===== config.mk =====
export PLATFORM = sky130hd
export DESIGN_NAME = ram_stream_reader_flat
export DESIGN_NICKNAME = d
export VERILOG_FILES = /design/src/rtl/ram_pkg.sv /design/src/rtl/ram_stream_reader_if.sv /design/src/rtl/ram_skid_fifo.sv /design/src/rtl/ram_stream_reader.sv /design/src/flat_wrapper.sv
export SDC_FILE = /design/constraint.sdc
export NUM_CORES = 1
export LEC_CHECK = 0
export ABC_AREA = 1
export BUFFER_PORTS_ARGS = -buffer_cell sky130_fd_sc_hd__buf_2
export CAP_MARGIN = 10
export CORE_MARGIN = 1
export CORE_UTILIZATION = 54
export DETAILED_ROUTE_END_ITERATION = 6
export PLACE_DENSITY = 0.8
export SLEW_MARGIN = 5
export SYNTH_ARGS = -nofsm -noshare
export SYNTH_HDL_FRONTEND = slang
export SYNTH_SLANG_ARGS = --single-unit
export TNS_END_PERCENT = 1

===== constraint.sdc =====
create_clock -name clock -period 2.4 [get_ports clock]
set_clock_uncertainty 0.2 [all_clocks]
set_input_delay 0 -clock clock [delete_from_list [all_inputs] [get_ports clock]]
set_output_delay 0 -clock clock [all_outputs]
set_load 0.05 [all_outputs]

===== src/rtl/ram_pkg.sv =====
`default_nettype none
// ============================================================================
//  Module      : ram_pkg
//  Description : Shared definitions for the RAM stream reader: controller
//                state encoding, depth derivation and the length clamp.
//  Ports       : none (package)
//  Revision    : 1.0 - initial release
// ============================================================================
package ram_pkg;

    typedef logic [1:0] state_t;

    localparam state_t C_ST_IDLE  = 2'd0;
    localparam state_t C_ST_READ  = 2'd1;
    localparam state_t C_ST_FLUSH = 2'd2;
    localparam state_t C_ST_DONE  = 2'd3;

    // Number of words addressable with an address of width aw.
    function automatic int depth_of(input int aw);
        return 1 << aw;
    endfunction

    // Requests longer than the RAM are limited to one full pass.
    function automatic int clamp_length(input int len, input int aw);
        int d;
        d = depth_of(aw);
        return (len > d) ? d : len;
    endfunction

endpackage
`default_nettype wire


===== src/rtl/ram_stream_reader_if.sv =====
`default_nettype none
// ============================================================================
//  Module      : ram_stream_reader_if
//  Description : Bundles the command, RAM-side and stream-side signals of the
//                RAM stream reader.
//  Ports       : master modport - reader view (drives RAM address/we, status
//                and the output stream); slave modport - environment view.
//  Revision    : 1.0 - initial release
// ============================================================================
interface ram_stream_reader_if #(
    parameter int AWIDTH = 3,
    parameter int DWIDTH = 32
);
    logic              start;
    logic [AWIDTH-1:0] base_addr;
    logic [AWIDTH:0]   length;
    logic              busy;
    logic              done;
    logic [AWIDTH-1:0] mem_addr;
    logic              mem_we;
    logic [DWIDTH-1:0] mem_dout;
    logic              m_valid;
    logic              m_ready;
    logic [DWIDTH-1:0] m_data;
    logic              m_last;

    modport master (
        input  start, base_addr, length, mem_dout, m_ready,
        output busy, done, mem_addr, mem_we, m_valid, m_data, m_last
    );

    modport slave (
        output start, base_addr, length, mem_dout, m_ready,
        input  busy, done, mem_addr, mem_we, m_valid, m_data, m_last
    );
endinterface
`default_nettype wire


===== src/rtl/ram_skid_fifo.sv =====
`default_nettype none
// ============================================================================
//  Module      : ram_skid_fifo
//  Description : Two-entry FIFO with a registered head entry. Push and pop may
//                occur in the same cycle. The caller guarantees no push into a
//                full FIFO without a simultaneous pop.
//  Ports       : clock, reset_n (sync, active-low), push/push_data,
//                pop, head (registered head entry), valid, occupancy (0..2)
//  Revision    : 1.0 - initial release
// ============================================================================
module ram_skid_fifo #(
    parameter int WIDTH = 33
) (
    input  logic             clock,
    input  logic             reset_n,
    input  logic             push,
    input  logic [WIDTH-1:0] push_data,
    input  logic             pop,
    output logic [WIDTH-1:0] head,
    output logic             valid,
    output logic [1:0]       occupancy
);
    localparam logic [1:0] C_ONE = 2'd1;

    logic [WIDTH-1:0] r_head;
    logic [WIDTH-1:0] r_tail;
    logic [1:0]       r_count;

    always_ff @(posedge clock) begin
        if (!reset_n) begin
            r_head  <= '0;
            r_tail  <= '0;
            r_count <= '0;
        end else begin
            case ({push, pop})
                2'b10: begin
                    if (r_count == 2'd0) r_head <= push_data;
                    else                 r_tail <= push_data;
                    r_count <= r_count + C_ONE;
                end
                2'b01: begin
                    r_head  <= r_tail;
                    r_count <= r_count - C_ONE;
                end
                2'b11: begin
                    // Occupancy is unchanged; the new word lands behind
                    // whatever remains after the pop.
                    if (r_count == 2'd2) begin
                        r_head <= r_tail;
                        r_tail <= push_data;
                    end else begin
                        r_head <= push_data;
                    end
                end
                default: ;
            endcase
        end
    end

    assign head      = r_head;
    assign valid     = (r_count != 2'd0);
    assign occupancy = r_count;

endmodule
`default_nettype wire


===== src/rtl/ram_stream_reader.sv =====
`default_nettype none
// ============================================================================
//  Module      : ram_stream_reader
//  Description : Walks a wrapping address range of a synchronous-read RAM,
//                absorbs its one-cycle read latency and streams the words on
//                a valid/ready interface with full backpressure.
//  Ports       : clock, reset_n (sync, active-low),
//                bus (master modport): start/base_addr/length command,
//                busy/done status, mem_addr/mem_we/mem_dout RAM port,
//                m_valid/m_ready/m_data/m_last output stream
//  Revision    : 1.0 - initial release
// ============================================================================
module ram_stream_reader
    import ram_pkg::*;
#(
    parameter int AWIDTH = 3,
    parameter int DWIDTH = 32
) (
    input  logic                 clock,
    input  logic                 reset_n,
    ram_stream_reader_if.master  bus
);
    localparam logic [AWIDTH-1:0] C_ADDR_ONE = 1;
    localparam logic [AWIDTH:0]   C_REM_ONE  = 1;

    state_t            r_state;
    state_t            w_state_next;
    logic [AWIDTH-1:0] r_addr;
    logic [AWIDTH:0]   r_rem;
    logic [AWIDTH:0]   w_len_clamped;
    logic              r_inflight;
    logic              r_inflight_last;
    logic              w_issue;
    logic              w_final_issue;
    logic              w_pop;
    logic [1:0]        w_occ;
    logic [1:0]        w_pending;
    logic [DWIDTH:0]   w_head;
    logic              w_fifo_valid;

    assign w_len_clamped = (AWIDTH+1)'(clamp_length(int'(bus.length), AWIDTH));

    assign w_pop     = w_fifo_valid & bus.m_ready;
    // Words already buffered plus the one arriving from the RAM next cycle.
    assign w_pending = w_occ + {1'b0, r_inflight};
    assign w_issue   = (r_state == C_ST_READ) && (r_rem != '0) &&
                       ((w_pending <= 2'd1) || ((w_pending == 2'd2) && w_pop));
    assign w_final_issue = w_issue && (r_rem == C_REM_ONE);

    // ---------------- state register ----------------
    always_ff @(posedge clock) begin
        if (!reset_n) r_state <= C_ST_IDLE;
        else          r_state <= w_state_next;
    end

    // ---------------- next-state logic ----------------
    always_comb begin
        w_state_next = r_state;
        case (r_state)
            C_ST_IDLE: begin
                if (bus.start)
                    w_state_next = (w_len_clamped == '0) ? C_ST_DONE : C_ST_READ;
            end
            C_ST_READ: begin
                if (w_final_issue) w_state_next = C_ST_FLUSH;
            end
            C_ST_FLUSH: begin
                if (w_pop && w_head[DWIDTH]) w_state_next = C_ST_DONE;
            end
            C_ST_DONE: w_state_next = C_ST_IDLE;
            default:   w_state_next = C_ST_IDLE;
        endcase
    end

    // ---------------- status outputs ----------------
    always_comb begin
        bus.busy = 1'b0;
        bus.done = 1'b0;
        case (r_state)
            C_ST_READ, C_ST_FLUSH: bus.busy = 1'b1;
            C_ST_DONE:             bus.done = 1'b1;
            default: ;
        endcase
    end

    // ---------------- address / remaining counters ----------------
    always_ff @(posedge clock) begin
        if (!reset_n) begin
            r_addr <= '0;
            r_rem  <= '0;
        end else if ((r_state == C_ST_IDLE) && bus.start) begin
            r_addr <= bus.base_addr;
            r_rem  <= w_len_clamped;
        end else if (w_issue) begin
            r_addr <= r_addr + C_ADDR_ONE;
            r_rem  <= r_rem - C_REM_ONE;
        end
    end

    // RAM data for an issue appears one cycle later; remember that it is due
    // and whether it is the final word of the transfer.
    always_ff @(posedge clock) begin
        if (!reset_n) begin
            r_inflight      <= 1'b0;
            r_inflight_last <= 1'b0;
        end else begin
            r_inflight      <= w_issue;
            r_inflight_last <= w_final_issue;
        end
    end

    ram_skid_fifo #(
        .WIDTH (DWIDTH + 1)
    ) u_fifo (
        .clock     (clock),
        .reset_n   (reset_n),
        .push      (r_inflight),
        .push_data ({r_inflight_last, bus.mem_dout}),
        .pop       (w_pop),
        .head      (w_head),
        .valid     (w_fifo_valid),
        .occupancy (w_occ)
    );

    assign bus.mem_addr = r_addr;
    assign bus.mem_we   = 1'b0;
    assign bus.m_valid  = w_fifo_valid;
    assign bus.m_data   = w_head[DWIDTH-1:0];
    assign bus.m_last   = w_head[DWIDTH];

endmodule
`default_nettype wire

===== src/flat_wrapper.sv =====
// flat-port wrapper written by rule: the top's interface ports become plain ports
module ram_stream_reader_flat import ram_pkg::*;
#(
    parameter int AWIDTH = 3,
    parameter int DWIDTH = 32
)
  (clock, reset_n, bus_start, bus_base_addr, bus_length, bus_mem_dout, bus_m_ready, bus_busy, bus_done, bus_mem_addr, bus_mem_we, bus_m_valid, bus_m_data, bus_m_last);
  ram_stream_reader_if #(.AWIDTH(AWIDTH), .DWIDTH(DWIDTH)) bus_i ();
  input  logic clock;
  input  logic reset_n;
  input wire logic [$bits(bus_i.start)-1:0] bus_start;
  input wire logic [$bits(bus_i.base_addr)-1:0] bus_base_addr;
  input wire logic [$bits(bus_i.length)-1:0] bus_length;
  input wire logic [$bits(bus_i.mem_dout)-1:0] bus_mem_dout;
  input wire logic [$bits(bus_i.m_ready)-1:0] bus_m_ready;
  output wire logic [$bits(bus_i.busy)-1:0] bus_busy;
  output wire logic [$bits(bus_i.done)-1:0] bus_done;
  output wire logic [$bits(bus_i.mem_addr)-1:0] bus_mem_addr;
  output wire logic [$bits(bus_i.mem_we)-1:0] bus_mem_we;
  output wire logic [$bits(bus_i.m_valid)-1:0] bus_m_valid;
  output wire logic [$bits(bus_i.m_data)-1:0] bus_m_data;
  output wire logic [$bits(bus_i.m_last)-1:0] bus_m_last;
  assign bus_i.start = bus_start;
  assign bus_i.base_addr = bus_base_addr;
  assign bus_i.length = bus_length;
  assign bus_i.mem_dout = bus_mem_dout;
  assign bus_i.m_ready = bus_m_ready;
  assign bus_busy = bus_i.busy;
  assign bus_done = bus_i.done;
  assign bus_mem_addr = bus_i.mem_addr;
  assign bus_mem_we = bus_i.mem_we;
  assign bus_m_valid = bus_i.m_valid;
  assign bus_m_data = bus_i.m_data;
  assign bus_m_last = bus_i.m_last;
  ram_stream_reader #(.AWIDTH(AWIDTH), .DWIDTH(DWIDTH)) u_core (.clock(clock), .reset_n(reset_n), .bus(bus_i));
endmodule

==> metrics.md, run 1 <==
| Metric | Value |
|---|---|
| Required time worst endpoint | `2.45 ns` |
| Run status | `finished, violations left` |
| Maximum number of pins on one net before global-route repair | `59` |
| Hold Path Class | `reg2reg` |
| Yosys cell types | `26` |
| Vias | `3551` |
| XOR/XNOR share of the synthesized area | `0.004801` |
| Fill cell count | `475` |
| Clk Latency, worst-skew pair | `0.35 ns` |
| Gr usage total | `0.2560` |
| Ys Warns | `0` |
| Most used cell, CP | `nand2_1` |
| Die height | `~84 um` |
| GR met1 Demand/Resource | `0.3013` |
| # DRC | `10` |
| FF/Latch Area | `around 0.0016 sq mm` |
| Setup ws final | `approximately 0.17 ns` |
| Syn Std Cell Area | `0.003648 sq mm` |
| First-pass GRT wire length | `between 10 and 15 mm` |
| EDFF count, synth | `0` |
| Crit path DAT | `2.28 ns` |
| Final Slew Violations | `0` |
| Pre-CTS worst setup slack | `around 0.12 ns` |
| Part of the power in registers | `0.341` |
| Startpoint Class | `flop` |
| Multi-input gate area | `between 0.001 and 0.0015 sq mm` |
| Max Buffers Root-to-Sink | `2` |
| Complex-gate fraction of the synthesized area | `0.2805` |
| Wire per inst | `12.51 um` |
| M3 GR Usage | `0.03835` |
| CTS tree | `yes` |
| Die width | `about 84 um` |
| Sink Count | `between 70 and 80` |
| Area delta synth->final | `30.62%` |
| CP bufs+invs | `3` |
| Worst-margin pin slew | `0.6482 ns` |
| Reg clk slew, reported paths | `0.08 ns` |
| Remaining antenna violation count | `0` |
| Cell chain of the critical path | `inv_1 > ha_1 > nand2_2 > inv_1 > nand2_1 > nand2_1 > nand2_1 > a21oi_1 > dlygate4sd3_1` |
| Final WL | `8.633 mm` |
| Int Power | `2.912 mW` |
| Post-detail-place hpwl | `5.375 mm` |
| Worst path max stage delay | `roughly 0.56 ns` |
| Gr busiest metal | `met2` |
| Setup Crit Path Kind | `reg2reg` |
| TNS Setup | `0 ns` |
| Ys async rst share | `0` |
| Syn Area/Cell | `7.401 sq um` |
| Routability cong. | `0.7877` |
| Number of global-route vias before repair | `3380` |
| Mux contribution to synthesized area | `0` |
| Row Count | `29` |
| Switch share | `0.4543` |
| H-tree depth reported by CTS | `3` |
| Initial Utilization | `0.5681` |
| Fmax | `447.5 MHz` |
| Psw | `2.425 mW` |
| Max cap viols | `0` |
| Post-Syn Nets | `548` |
| Port bufs | `81` |
| Vias per cell | `5.146` |
| Static Leak | `2.260 nW` |
| Relative slew slack | `0.5662` |
| PwrDens | `approximately 1100 mW/mm^2` |
| Combinational share of power | `0.458` |
| Crit path max-delay family | `buffers and inverters` |
| Final period util | `0.9311` |
| Unrepaired setup endpoints after global routing | `no` |
| Crit path capture type | `flop` |
| Ports | `83` |
| Top_reg_cell synth | `dfxtp_1` |
| Clock root buffer | `clkbuf_8` |
| Synth Area in Adders | `0.04115` |
| Post-synthesis sequential area ratio | `0.4335` |
| Initial DRC Count | `181` |
| Initial antenna violation count | `0` |
| Simple logic cell fraction of the synthesized area | `0.07305` |
| Die Area | `0.007089 sq mm` |
| CP max-delay cell | `dlygate4sd3_1` |
| Layout cells sized above 1 | `0.1925` |
| Clk pwr share | `0.201` |
| DR pass1 iterations | `6` |
| Final Hold Fails | `0` |
| Number of diodes | `0` |
| Grt total ovfl | `0` |
| Cells after synthesis | `between 400 and 500` |
| CTS buffer count | `9` |
| Setup violations, final | `0` |
| VDD IR-drop max | `0.9091 mV` |
| Violated checks | `DRC` |
| Core ar. | `0.006422 sq mm` |
| Min Tclk post-route | `about 2.2 ns` |
| GR Util met2 | `0.4627` |
| Yosys reg bits | `79` |
| Main combinational cell family by area after synthesis | `compound AO/OA/AOI/OAI gates` |
| Nets | `663` |
| Crit Path Max Fanout | `12` |
==> power groups by stage <==
stage	clock (mW)	combinational, mW	sequential, mW
floorplan	0	1.04	2.63
global placement	0	2.28	1.83
detailed placement	0	2.33	1.84
CTS	1.09	2.42	1.82
global route	1.14	2.65	1.86
finish	1.07	2.45	1.82
==> path summary, 6_finish.rpt <==
path | startpoint | endpoint | slack [ns] | depth (start not counted)
worst max-delay path | u_core.r_state[0] | u_core.bus.mem_addr[1] | 0.17 | 9
worst min-delay path | u_core.u_fifo.r_tail[4] | u_core.u_fifo.r_tail[4] | 0.25 | 2
worst max register to register | u_core.r_state[0] | u_core.bus.mem_addr[1] | 0.17 | 9
worst min register to register | u_core.u_fifo.r_tail[4] | u_core.u_fifo.r_tail[4] | 0.25 | 2
==> what timing repair did <==
action / in CTS / in global routing
buffers inserted: 0 / 0
hold buffers: 45 / 0
gates resized for setup: 0 / 5
endpoints found under the hold margin: 77 / 0
endpoints found under the setup margin: 0 / 14
==> synth_stat cells (2+ instances only) <==
library cell	number	area share
buf_4	2	0.0041
nor2_1	15	0.015
nand3_1	12	0.016
a21oi_1	78	0.11
inv_2	3	0.0031
inv_1	115	0.12
buf_6	3	0.0093
o22ai_1	35	0.060
buf_2	16	0.022
o21ai_1	14	0.019
clkbuf_1	9	0.0093
nor2_2	2	0.0034
o21ai_0	60	0.082
xor2_1	2	0.0048
ha_1	12	0.041
nand2_2	3	0.0051
dfxtp_1	79	0.43
nand2_1	25	0.026
==> flip-flops by register name (all words and copies together), names as in the netlist <==
register,count
u_core.bus.mem_addr,3
u_core.u_fifo.occupancy,2
u_core.r_inflight,1
u_core.r_rem,4
u_core.r_inflight_last,1
u_core.u_fifo.head,33
u_core.r_state,2
u_core.u_fifo.r_tail,33
==> layer usage <==
layer	part of all wire	vias up
met5	0	-
met4	0.019	0
met3	0.048	13
met2	0.49	99
met1	0.44	1616
li1	-	1823
==> through the flow <==
stage,util,std cells,hold WS (ns),power [mW],cell area (sq um)
2_1_floorplan,-,493,-0.02660,3.665,3649
3_3_place_gp,0.6359,629,0.08676,4.113,4084
3_5_place_dp,0.6359,629,0.09180,4.171,4084
4_1_cts,0.7393,690,0.2572,5.318,4748
5_1_grt,0.7421,690,0.2684,5.645,4766
6_report,0.7421,690,0.2545,5.336,4766
==> logic make-up (layout without fill, tap and decap cells) <==
logic type	Yosys count	count (layout)
adders and majority gates	12	12
DFF	79	79
buffers and inverters	148	268
AOI/OAI and AO/OA	191	191
and+or+nand+nor	60	60
other	1	1
xor gates and xnor gates	2	2
==> layout make-up <==
type,instances,share of cell area
clock inverters,5,0.01733
multi-input cells,266,0.3119
well taps,77,0.02022
repair buffers,134,0.1982
flip-flops and latches,79,0.3318
inverters,118,0.09294
clock buffers,11,0.02757
==> worst register-to-register path, stage by stage, from the launching register on <==
cell           delay (ns)
dfxtp_1              0.40
inv_1                0.10
ha_1                 0.23
nand2_2              0.21
inv_1                0.18
nand2_1              0.10
nand2_1              0.05
nand2_1              0.06
a21oi_1              0.06
dlygate4sd3_1        0.56
==> cells in the final DEF, fill, tap and decap left out, drive strengths merged <==
| cell | netlist | routed |
|---|---|---|
| nand2 | 28 | 28 |
| nand3 | 12 | 12 |
| a21boi | 1 | 1 |
| nor2 | 18 | 18 |
| conb | 1 | 1 |
| bufinv | 0 | 2 |
| buf | 21 | 89 |
| ha | 12 | 12 |
| nor3b | 1 | 1 |
| o21ai | 75 | 75 |
| xor2 | 2 | 2 |
| clkinv | 0 | 3 |
| inv | 118 | 118 |
| a31oi | 2 | 2 |
| dlygate4sd3 | 0 | 45 |
| a21oi | 78 | 78 |
| dfxtp | 79 | 79 |
| clkbuf | 9 | 11 |
| o22ai | 35 | 35 |
| or2 | 1 | 1 |
Note: power is estimated with default switching activity, not from simulation.
==> run 2: changes to the inputs <==
--- a/config.mk
+++ b/config.mk
@@ -6,12 +6,12 @@
 export NUM_CORES = 1
 export LEC_CHECK = 0
 export ABC_AREA = 1
-export BUFFER_PORTS_ARGS = -buffer_cell sky130_fd_sc_hd__buf_2
 export CAP_MARGIN = 10
 export CORE_MARGIN = 1
-export CORE_UTILIZATION = 54
+export CORE_UTILIZATION = 60
 export DETAILED_ROUTE_END_ITERATION = 6
-export PLACE_DENSITY = 0.8
+export DONT_BUFFER_PORTS = 1
+export PLACE_DENSITY = 0.76
 export SLEW_MARGIN = 5
 export SYNTH_ARGS = -nofsm -noshare
 export SYNTH_HDL_FRONTEND = slang
==> metrics.md, run 2 (synthesis results as in run 1) <==
| Metric | Value |
|---|---|
| Run status | `completed` |
| Worst-margin pin slew | `0.5895 ns (-0.05872 ns)` |
| Grt total ovfl | `0 (unchanged)` |
| Relative slew slack | `0.6065 (+0.04025)` |
| CTS buffer count | `9 (unchanged)` |
| Wire per inst | `13.07 um (+4.5%)` |
| Final Hold Fails | `0 (unchanged)` |
| Reg clk slew, reported paths | `0.08 ns (about the same)` |
| Vias per cell | `5.319 (+3.4%)` |
| Ports | `83 (unchanged)` |
| Setup ws final | `0.07499 ns (-0.09030 ns)` |
| Remaining antenna violation count | `0 (unchanged)` |
| Die width | `79.98 um (-5.0%)` |
| Layout cells sized above 1 | `0.07421 (-0.1183)` |
| Pre-CTS worst setup slack | `0.1888 ns (+0.07153 ns)` |
| Commonest non-fill, non-tap cells in the layout | `115 x inv_1, 78 x a21oi_1, 78 x dfxtp_1` |
| Initial antenna violation count | `0 (unchanged)` |
| Hold depth | `3 (+1)` |
| Die Area | `0.006397 sq mm (-9.8%)` |
| Multi-input gate area | `0.001491 sq mm (+0.34%)` |
| Worst R2R Path Depth | `8 (-1)` |
| FF/Latch Area | `0.001583 sq mm (about the same)` |
| Reg2Reg Capture Point | `u_core.r_rem[1]` |
| DR pass1 iterations | `4 (-2)` |
| M3 GR Usage | `0.05943 (+0.02108)` |
| Crit path capture type | `flop` |
| Startpoint Class | `flop` |
| Final Util | `0.7423 (about the same)` |
| Fmax | `430.1 MHz (-3.9%)` |
| Initial Utilization | `0.6199 (+0.05181)` |
| Number of global-route vias before repair | `3086 (-8.7%)` |
| Post-detail-place hpwl | `4.883 mm (-9.2%)` |
| Worst hold start | `bus_mem_dout[17]` |
| Most common cell after layout, fill and taps aside | `inv_1` |
| Core ar. | `0.005886 sq mm (-8.4%)` |
| Crit path DAT | `2.40 ns (+0.12 ns)` |
| VDD IR-drop max | `0.7412 mV (-18%)` |
| Port bufs | `0 (-100%)` |
| Routability cong. | `0.7844 (-0.42%)` |
| Hold_ws | `0.2097 ns (-0.04488 ns)` |
| Row Count | `28 (-3.4%)` |
| Final period util | `0.9688 (+0.03762)` |
| GR Util met2 | `0.4718 (+0.009053)` |
| H-tree depth reported by CTS | `3 (unchanged)` |
| Area delta synth->final | `19.75%` |
| Final Slew Violations | `0 (unchanged)` |
| Min Tclk post-route | `2.325 ns (+0.09030 ns)` |
| Die height | `79.98 um (-5.0%)` |
| R2R Setup Slk | `0.07 ns (-0.09 ns)` |
| Max Buffers Root-to-Sink | `2 (unchanged)` |
| Setup violations, final | `0 (unchanged)` |
| Sink Count | `79 (unchanged)` |
| Max cap viols | `0 (unchanged)` |
| # DRC | `0 (-10)` |
| Static Leak | `1.897 nW (-16%)` |
| Clk Latency, worst-skew pair | `0.34 ns (about the same)` |
| CTS tree | `yes` |
| Required time worst endpoint | `2.48 ns (+0.03 ns)` |
| Unrepaired setup endpoints after global routing | `yes` |
| Final WL | `8.025 mm (-7.0%)` |
| Hold Crit Endpoint | `u_core.u_fifo.r_tail[17]` |
| Maximum number of pins on one net before global-route repair | `75 (+27%)` |
| Worst r2r src | `u_core.r_state[0]` |
| Number of diodes | `0 (unchanged)` |
| Nets | `590 (-11%)` |
| GR met1 Demand/Resource | `0.2809 (-0.02037)` |
| Vias | `3266 (-8.0%)` |
| Setup Crit Path Kind | `reg2reg` |
| Hold Path Class | `in2reg` |
| Clock root buffer | `clkbuf_8` |
| First-pass GRT wire length | `13.00 mm (-12%)` |
| Fill cell count | `458 (-3.6%)` |
| Crit Path Max Fanout | `12 (unchanged)` |
| Total power | `4.943 mW (-7.4%)` |
| Gr busiest metal | `met2` |
| Initial DRC Count | `172 (-5.0%)` |
| Gr usage total | `0.2609 (+0.004903)` |
| PwrDens | `1131 mW/mm^2 (+1.0%)` |
[run 2: cell count changes in the layout (fill, tap and decap cells not counted), sizes merged]
cell,previous run,this run
bufinv,2,0
buf,89,11
dlygate4sd3,45,50
clkinv,3,4
[run 2: how the worst max path moves through the flow]
stage                                     from                endpoint  slack, ns
floorplan           u_core.u_fifo.occupancy[0]  u_core.u_fifo.head[32]       0.56
global placement    u_core.u_fifo.occupancy[0]  u_core.u_fifo.head[13]       0.29
detailed placement  u_core.u_fifo.occupancy[0]  u_core.u_fifo.head[11]       0.19
CTS                          u_core.r_state[0]         u_core.r_rem[1]       0.03
global route                   u_core.r_rem[0]       u_core.r_state[0]      -0.03
finish                       u_core.r_state[0]         u_core.r_rem[1]       0.07
[run 2: routing by layer]
metal	vias to the layer above	wire, um
met3	13	413
met4	0	125
li1	1677	-
met5	-	0
met2	91	3959
met1	1485	3526
[run 2: metrics by stage]
stage               setup TNS [ns]  instances  instance area [sq um]
floorplan                        0        493                   3649
global placement                 0        548                   3666
detailed placement               0        548                   3666
CTS                              0        614                   4349
global route              -0.05255        614                   4369
finish                           0        614                   4369
[run 2: critical path, stage by stage (launching register included)]
cell and delay, ns:
dfxtp_1 0.40, inv_1 0.12, ha_1 0.24, nand2_2 0.21, inv_1 0.20, nor2_1 0.14, a31oi_1 0.05, dlygate4sd3_1 0.57
a21oi_1 0.14
[run 2: report_power, final]
group,internal (mW),switching (mW)
Combinational,0.581,0.892
Sequential,1.63,1.02
Clock,0.368,0.460
Total,2.58,2.37
[run 2: what timing repair did]
| action | 4_1_cts | 5_1_grt |
|---|---|---|
| endpoints found under the setup margin | 0 | 11 |
| hold buffers | 51 | 0 |
| endpoints found under the hold margin | 79 | 0 |
| buffers inserted | 0 | 0 |
| resized for setup | 0 | 6 |
[run 2: layout make-up]
class	count	area share
Timing Repair Buffer	61	0.1380
Sequential cell	79	0.3623
Inverter	118	0.1014
Tap cell	75	0.02148
Clock inverter	4	0.005441
Multi-Input combinational cell	266	0.3414
Clock buffer	11	0.03007
